<file path="src/rtl/octree_cmd_dispatcher.sv">
// Command queue in front of the octree controller: buffers host ops, issues one at a time on ctrl.
// Latency: push into empty queue while idle -> pop next edge -> ctrl valid for one cycle after that.
// Backpressure: cmd_ready = registered fifo_count < FIFO_DEPTH; next issue waits for matching done or watchdog.
module octree_cmd_dispatcher #(
  parameter int CONTROL_WIDTH  = 8,
  parameter int DATA_WIDTH     = 32,
  parameter int FIFO_DEPTH     = 8,
  parameter int TIMEOUT_CYCLES = 4096
) (
  input  logic                          clk,
  input  logic                          rst_n,
  input  logic                          cmd_valid,
  output logic                          cmd_ready,
  input  logic [1:0]                    cmd_op,
  input  logic [DATA_WIDTH-1:0]         cmd_data,
  input  logic                          flush,
  output logic [CONTROL_WIDTH-1:0]      ctrl,
  output logic [DATA_WIDTH-1:0]         op_data,
  input  logic                          search_done,
  input  logic                          add_done,
  input  logic                          del_done,
  output logic                          busy,
  output logic [$clog2(FIFO_DEPTH):0]   fifo_count,
  output logic                          timeout_err
);

  localparam int PTR_W = $clog2(FIFO_DEPTH);
  localparam int CNT_W = PTR_W + 1;
  localparam int WD_W  = $clog2(TIMEOUT_CYCLES + 1);

  localparam logic [1:0] ST_IDLE      = 2'd0;
  localparam logic [1:0] ST_ISSUE     = 2'd1;
  localparam logic [1:0] ST_WAIT_DONE = 2'd2;

  // Queue storage is not reset; the pointers and count define what is valid.
  logic [1:0]            mem_op   [FIFO_DEPTH];
  logic [DATA_WIDTH-1:0] mem_data [FIFO_DEPTH];

  logic [1:0]               state_q, state_d;
  logic [PTR_W-1:0]         wr_ptr_q, wr_ptr_d;
  logic [PTR_W-1:0]         rd_ptr_q, rd_ptr_d;
  logic [CNT_W-1:0]         count_q, count_d;
  logic [1:0]               cur_op_q, cur_op_d;
  logic [DATA_WIDTH-1:0]    op_data_q, op_data_d;
  logic [CONTROL_WIDTH-1:0] ctrl_q, ctrl_d;
  logic [WD_W-1:0]          wd_q, wd_d;
  logic                     timeout_err_q, timeout_err_d;

  logic push, pop, match_done, timeout_hit;

  assign cmd_ready   = (count_q < CNT_W'(FIFO_DEPTH));
  assign fifo_count  = count_q;
  assign ctrl        = ctrl_q;
  assign op_data     = op_data_q;
  assign timeout_err = timeout_err_q;
  assign busy        = (state_q != ST_IDLE) || (count_q != '0);

  // Handshake qualification: op 0 is swallowed, flush drops a same-edge push and blocks the pop.
  always_comb begin
    push = cmd_valid && cmd_ready && (cmd_op != 2'd0) && !flush;
    pop  = (state_q == ST_IDLE) && (count_q != '0) && !flush;
    case (cur_op_q)
      2'd1:    match_done = search_done;
      2'd2:    match_done = add_done;
      2'd3:    match_done = del_done;
      default: match_done = 1'b0;
    endcase
  end

  // Next-state for the queue pointers/count, FSM, watchdog and output registers.
  always_comb begin
    wr_ptr_d      = wr_ptr_q;
    rd_ptr_d      = rd_ptr_q;
    count_d       = count_q;
    state_d       = state_q;
    cur_op_d      = cur_op_q;
    op_data_d     = op_data_q;
    wd_d          = wd_q;
    timeout_hit   = 1'b0;

    if (push) wr_ptr_d = wr_ptr_q + PTR_W'(1);
    if (pop)  rd_ptr_d = rd_ptr_q + PTR_W'(1);

    if (flush) begin
      count_d  = '0;
      rd_ptr_d = wr_ptr_q;
      wr_ptr_d = wr_ptr_q;
    end else if (push && !pop) begin
      count_d = count_q + CNT_W'(1);
    end else if (pop && !push) begin
      count_d = count_q - CNT_W'(1);
    end

    case (state_q)
      ST_IDLE: begin
        if (pop) begin
          cur_op_d  = mem_op[rd_ptr_q];
          op_data_d = mem_data[rd_ptr_q];
          state_d   = ST_ISSUE;
        end
      end
      ST_ISSUE: begin
        wd_d    = '0;
        state_d = ST_WAIT_DONE;
      end
      ST_WAIT_DONE: begin
        // A done on the final watchdog cycle still counts as success.
        if (match_done) begin
          state_d = ST_IDLE;
        end else if (wd_q == WD_W'(TIMEOUT_CYCLES - 1)) begin
          timeout_hit = 1'b1;
          state_d     = ST_IDLE;
        end else begin
          wd_d = wd_q + WD_W'(1);
        end
      end
      default: state_d = ST_IDLE;
    endcase

    // A fresh timeout is recorded even if flush clears the old flag on the same edge.
    timeout_err_d = (timeout_err_q && !flush) || timeout_hit;
    ctrl_d        = (state_d == ST_ISSUE) ? CONTROL_WIDTH'(cur_op_d) : '0;
  end

  // Queue storage write.
  always_ff @(posedge clk) begin
    if (push) begin
      mem_op[wr_ptr_q]   <= cmd_op;
      mem_data[wr_ptr_q] <= cmd_data;
    end
  end

  // State registers with asynchronous clear.
  always_ff @(posedge clk or negedge rst_n) begin
    if (!rst_n) begin
      state_q       <= ST_IDLE;
      wr_ptr_q      <= '0;
      rd_ptr_q      <= '0;
      count_q       <= '0;
      cur_op_q      <= '0;
      op_data_q     <= '0;
      ctrl_q        <= '0;
      wd_q          <= '0;
      timeout_err_q <= 1'b0;
    end else begin
      state_q       <= state_d;
      wr_ptr_q      <= wr_ptr_d;
      rd_ptr_q      <= rd_ptr_d;
      count_q       <= count_d;
      cur_op_q      <= cur_op_d;
      op_data_q     <= op_data_d;
      ctrl_q        <= ctrl_d;
      wd_q          <= wd_d;
      timeout_err_q <= timeout_err_d;
    end
  end

endmodule

</file>
<file path="config.mk">
export PLATFORM = sky130hd
export DESIGN_NAME = octree_cmd_dispatcher
export DESIGN_NICKNAME = d
export VERILOG_FILES = /design/src/rtl/octree_cmd_dispatcher.sv
export SDC_FILE = /design/constraint.sdc
export NUM_CORES = 1
export LEC_CHECK = 0
export ABC_AREA = 1
export CAP_MARGIN = 20
export CORE_ASPECT_RATIO = 1.25
export CORE_MARGIN = 4
export CORE_UTILIZATION = 50
export CTS_BUF_LIST = sky130_fd_sc_hd__clkbuf_8
export DETAILED_ROUTE_END_ITERATION = 12
export PLACE_DENSITY = 0.81
export SYNTH_ARGS = -nofsm -noshare
export SYNTH_HDL_FRONTEND = slang
export SYNTH_SLANG_ARGS = --single-unit
</file>
<file path="constraint.sdc">
create_clock -name clk -period 3.1 [get_ports clk]
set_input_delay 0.93 -clock clk [delete_from_list [all_inputs] [get_ports clk]]
set_output_delay 0.93 -clock clk [all_outputs]
set_load 0.005 [all_outputs]
</file>
=== Word level (Yosys, flattened, before mapping) ===
Memories as Yosys holds them, arrays and structs flattened. A register that Yosys moved wholly into a read port is not among the register bits.
Cells that the tools add are included.

* Mux-type cells: 21
* Magnitude comparators: 1
* Reductions and logical operators: 24
* Bitwise gates (word level): 1
* Eq/ne operators: 9
* $add $sub $neg: 5

{| class="wikitable"
|+ Operators with widths
! cell !! count
|-
| two-way mux 13 bit || 2
|-
| case mux 13 bit (2 select lines) || 1
|-
| adder 13 x 1 -> 13 bit, second input constant || 1
|-
| equality test 13 x 12 -> 1 bit, second input constant || 1
|-
| two-way mux 2 bit || 6
|-
| two-way mux 4 bit || 3
|-
| logical AND 1 bit || 8
|-
| nonzero test 2 bit || 4
|-
| adder 3 x 1 -> 3 bit, second input constant || 2
|-
| equality test 2 x 1 -> 1 bit, second input constant || 3
|-
| equality test 2 bit, second input constant || 3
|-
| two-way mux 3 bit || 2
|-
| case mux 2 bit (3 select lines) || 1
|-
| two-way mux 1 bit || 5
|-
| adder 4 x 1 -> 4 bit, second input constant || 1
|-
| logical NOT 1 bit || 4
|-
| < comparator 4 bit, second input constant || 1
|-
| != test 2 bit, second input constant || 2
|-
| AND reduction 2 bit || 2
|-
| nonzero test 4 bit || 1
|-
| subtractor 4 x 1 -> 4 bit, second input constant || 1
|-
| case mux 1 bit (3 select lines) || 1
|-
| AND reduction 3 bit || 1
|-
| nonzero test 3 bit || 1
|-
| 3 further kinds || 4
|}

* Bits in registers: 30
* Input port bits: 41
* Logic and storage cells: 71
* Output and inout bits: 47
* Memories kept: 2
* RAM bits: 272

{| class="wikitable"
|+ Memories
! memory !! words !! bits a word !! read ports !! clocked after memory_dff !! write ports !! line !! source
|-
| mem_data || 8 || 32 || 1 || 1 || 1 || 37 || <nowiki>logic [DATA_WIDTH-1:0] mem_data [FIFO_DEPTH];</nowiki>
|-
| mem_op || 8 || 2 || 1 || 0 || 1 || 36 || <nowiki>logic [1:0] mem_op [FIFO_DEPTH];</nowiki>
|}

=== Longest topological paths before layout ===
* Depth in word-level cells: 9
* Gate-level depth with buffers: 11
* Depth with buffers taken out: 11

=== Worst setup path after synthesis ===
OpenSTA, ideal clock, no wires.

* Path type: input to register
* Start: input port flush
* End: memory mem_data[0][0] (enable)
* Path buffers: 0
* Slack: -0.468 ns
* Stages on the path: 6
* Data arrival time: 3.143 ns
* Data required time: 2.675 ns
* Library setup time: 0.425 ns
* Cell sequence: inv_1 nand3_1 nor2_4 inv_1 or2_2 nor2_1

* Word-level cells in the longest chain between the ends: 4

{| class="wikitable"
|+ Ends and longest elaborated chain
! element !! line !! source
|-
| from (decl) || 16 || <nowiki>input logic flush,</nowiki>
|-
| logical NOT 1 bit || 60 || <nowiki>push = cmd_valid && cmd_ready && (cmd_op != 2'd0) && !flush;</nowiki>
|-
| logical AND 1 bit || 60 ||
|-
| two-way mux 1 bit || 127 || <nowiki>if (push) begin</nowiki>
|-
| two-way mux 1 bit (not written as such) || 129 || <nowiki>mem_data[wr_ptr_q] <= cmd_data;</nowiki>
|-
| to (decl) || 37 ||
|}

No other way between the ends.

=== Final worst setup path ===
* Start: register state_q[0]
* End: output port busy

* Word-level cells in the longest chain between the ends: 2

{| class="wikitable"
|+ Ends and longest elaborated chain
! element !! line !! source
|-
| from (decl) || 39 || <nowiki>logic [1:0] state_q, state_d;</nowiki>
|-
| from (signal assigned) || 146 || <nowiki>state_q <= state_d;</nowiki>
|-
| nonzero test 2 bit || 56 || <nowiki>assign busy = (state_q != ST_IDLE) || (count_q != '0);</nowiki>
|-
| logical OR 1 bit || 56 ||
|-
| to (decl) || 22 || <nowiki>output logic busy,</nowiki>
|}

No other way between the ends.

==> results_dict.tcl <==
set metrics [dict create \
    clkPwrFrac_pct 27.1 \
    cts_root_buf "clkbuf_8" \
    drive_gt1_share_pct 9.776 \
    grt_util_all_layers_pct 19.91 \
    layout.cells.non_filler 1589 \
    clkTransAtPathRegs_ns 0.06 \
    vias 8765 \
    synthArstFlopShare_pct 18.56 \
    reg2reg_setup_slack_ns 0.88 \
    die_area_mm2 0.02966 \
    drtIter0Drc 723 \
    htreeDepth 2 \
    max-slew-margin-rel_pct 49.30 \
    finalCriticalPeriod_ns 2.766 \
    leakagePower_nw 5.749 \
    ctsLongestPathBuffers 3 \
    rr_endpoint "op_data[18]" \
    synth_area_per_cell_um2 12.18 \
    synth_cell_types 32 \
    status "complete, no violations" \
    ys.flop_type "edfxtp_1" \
    postRouteAntennaNets 0 \
    finalSetupViolCount 0 \
    dr_wl_met2_um 15360 \
    antenna_found_initial 0 \
    synth_top_area_share_pct 60.61 \
    maxSlewViolCount 0 \
    rsz0062_at_grt "false" \
    grt_pass1_vias 8714 \
    worstSetupEndpointType "output port" \
    switching_share_pct 34.25 \
    synthMuxAreaShare_pct 0 \
    synth.most_common_cell "edfxtp_1" \
    numCtsBuffers 51 \
    p_int_w 0.008846 \
    wirelength_um 29680 \
    io-pin-count 88 \
    synthesis.area_mm2 0.01348 \
    cts.sinks 334 \
    max_freq_mhz 361.6 \
    drtPass1Iterations 5 \
    cts-hold-fix-buffers 0 \
    overflow 0 \
    final_util_pct 60.43 \
    ir_drop_mv 0.7173 \
    synthTopCellsByCount "272 x edfxtp_1, 173 x nor2_1, 138 x nand2_1" \
    required_ns 2.17 \
    synth_area_leaders "edfxtp_1 61%, dfrtp_1 12%, nor2_1 4.8%" \
    comb_power_share_pct 29.7 \
    place_area_mm2 0.01481 \
    rows 66 \
    design_area_mm2 0.01587 \
    yosys.area.top_type "edfxtp_1" \
    critPathLaunchType "register" \
    grt_pass1_wl_um 46420 \
    synth-simple-area-share_pct 11.49 \
    num-nets-final 1254 \
    synth-xor-area-share_pct 0.5850 \
    synth_top_family_by_area "simple AND/OR/NAND/NOR gates" \
    switching_power_w 0.004609 \
    path_class "register to output port" \
    port_buffers 81 \
    pwr-share-seq_pct 43.1 \
    die_h_um 191.5 \
    maxCapViolCount 0 \
    fin_crit_sh_pct 89.22 \
    hold_class "input pin to async pin" \
    core-area_mm2 0.02626 \
    synthAdderAreaFrac_pct 0.6128 \
    arrival_ns 1.84 \
    r2r_cells 8 \
    synth_compound_area_share_pct 10.62 \
    dr.max_layer_used "met4" \
    wl_per_cell_um 18.68 \
    setup_ws_ns 0.3343 \
    cts_resized 0 \
    dp_cells 1494 \
    synth_seq_area_share_pct 72.13 \
    ys_warn_count 0 \
    postCtsSetupRepairBufs 0 \
    wl_met3_um 1935 \
    clk_latency_ns 0.60 \
    syn_to_final_growth_pct 17.76 \
    initial_utilization_pct 51.32 \
    p_per_area_mw_per_mm2 847.9 \
    clock_skew_ns 0.03998 \
    grt_max_degree 134 \
    drc 0 \
    cp_max_fo 3 \
    die_w_um 154.8 \
    ys_ff_latch 334 \
    hold_violations 0 \
    gp_congestion 0.7915 \
    dp_hpwl_um 18200 \
    met1_length_um 11570 \
    tightest_slew_ns 0.7594 \
    pre_cts_ws_ns 0.1370 \
    syn_inst 1106 \
    viasPerCell 5.516 \
    cts_tree "done" \
    r2r_start "rd_ptr_q[0]" \
    synth-edff-count 272 \
]
==> layer usage <==
metal	up-vias	track usage, %
met5	-	0
met4	0	7.373
met3	70	3.986
met2	305	34.57
met1	4264	24.82
li1	4126	-
==> layout by cell type (no fill, tap or decap), types with 10 or more instances in the layout <==
cell / count
clkinv_1: 11
nor2_4: 10
dfrtp_1: 59
o211ai_1: 68
clkbuf_8: 60
nand3_1: 58
inv_1: 66
a21oi_1: 33
clkdlybuf4s50_1: 80
edfxtp_1: 272
nor2_1: 165
nand2_1: 138
buf_4: 15
o21ai_1: 20
buf_12: 15
o21ai_0: 126
==> worst max-delay path by stage <==
stage	start	endpoint	slack (ns)	cells after the start
floorplan	flush	mem_data[0][0]	-0.47	6
global placement	cmd_valid	mem_data[0][9]	0.17	7
detailed placement	cmd_valid	mem_data[0][10]	0.14	7
CTS	state_q[0]	busy	0.31	3
global route	state_q[0]	busy	0.25	3
finish	state_q[0]	busy	0.33	3
==> worst max-delay path, stage by stage (launching register included) <==
cell	delay, ns
dfrtp_1	0.40
nor2_1	0.24
nand3_1	0.16
clkdlybuf4s50_1	0.47
==> sequential cells by signal, indices dropped and copies added, names as in the netlist, 3 cells and up <==
| name | count |
|---|---|
| mem_data | 256 |
| op_data | 32 |
| mem_op | 16 |
| wd_q | 13 |
| fifo_count | 4 |
| rd_ptr_q | 3 |
| wr_ptr_q | 3 |
==> power groups by stage <==
stage	logic [W]	registers [W]	clock network, W
2_1_floorplan	0.00270	0.00567	0
3_3_place_gp	0.00389	0.00586	0
3_5_place_dp	0.00401	0.00588	0
4_1_cts	0.00404	0.00580	0.00371
5_1_grt	0.00443	0.00587	0.00395
6_report	0.00400	0.00580	0.00365
==> cell type report <==
| type | instances | area (µm²) |
|---|---|---|
| fillers | 1994 | 10390 |
| flip-flops and latches | 334 | 9728 |
| multi-input cells | 652 | 3223 |
| repair buffers | 110 | 1214 |
| clock buffers | 60 | 825.8 |
| well taps | 340 | 425.4 |
| clock inverters | 34 | 231.5 |
| inverters | 58 | 219.0 |
| diodes | 1 | 2.502 |
==> kinds of logic after synthesis <==
group	after synthesis
AOI/OAI and AO/OA	250
xor gates and xnor gates	9
adders and majority gates	6
buffers and inverters	125
DFF	334
other	1
and+or+nand+nor	381
==> per-stage QoR <==
stage | hold WS, ns | TNS, ns | power, W
floorplan | 0.4727 | -63.63 | 0.008371
global placement | 0.4623 | 0 | 0.009746
detailed placement | 0.4648 | 0 | 0.009890
CTS | 0.3796 | 0 | 0.01355
global route | 0.4017 | 0 | 0.01425
finish | 0.3940 | 0 | 0.01346
Note: power is estimated with default switching activity, not from simulation.
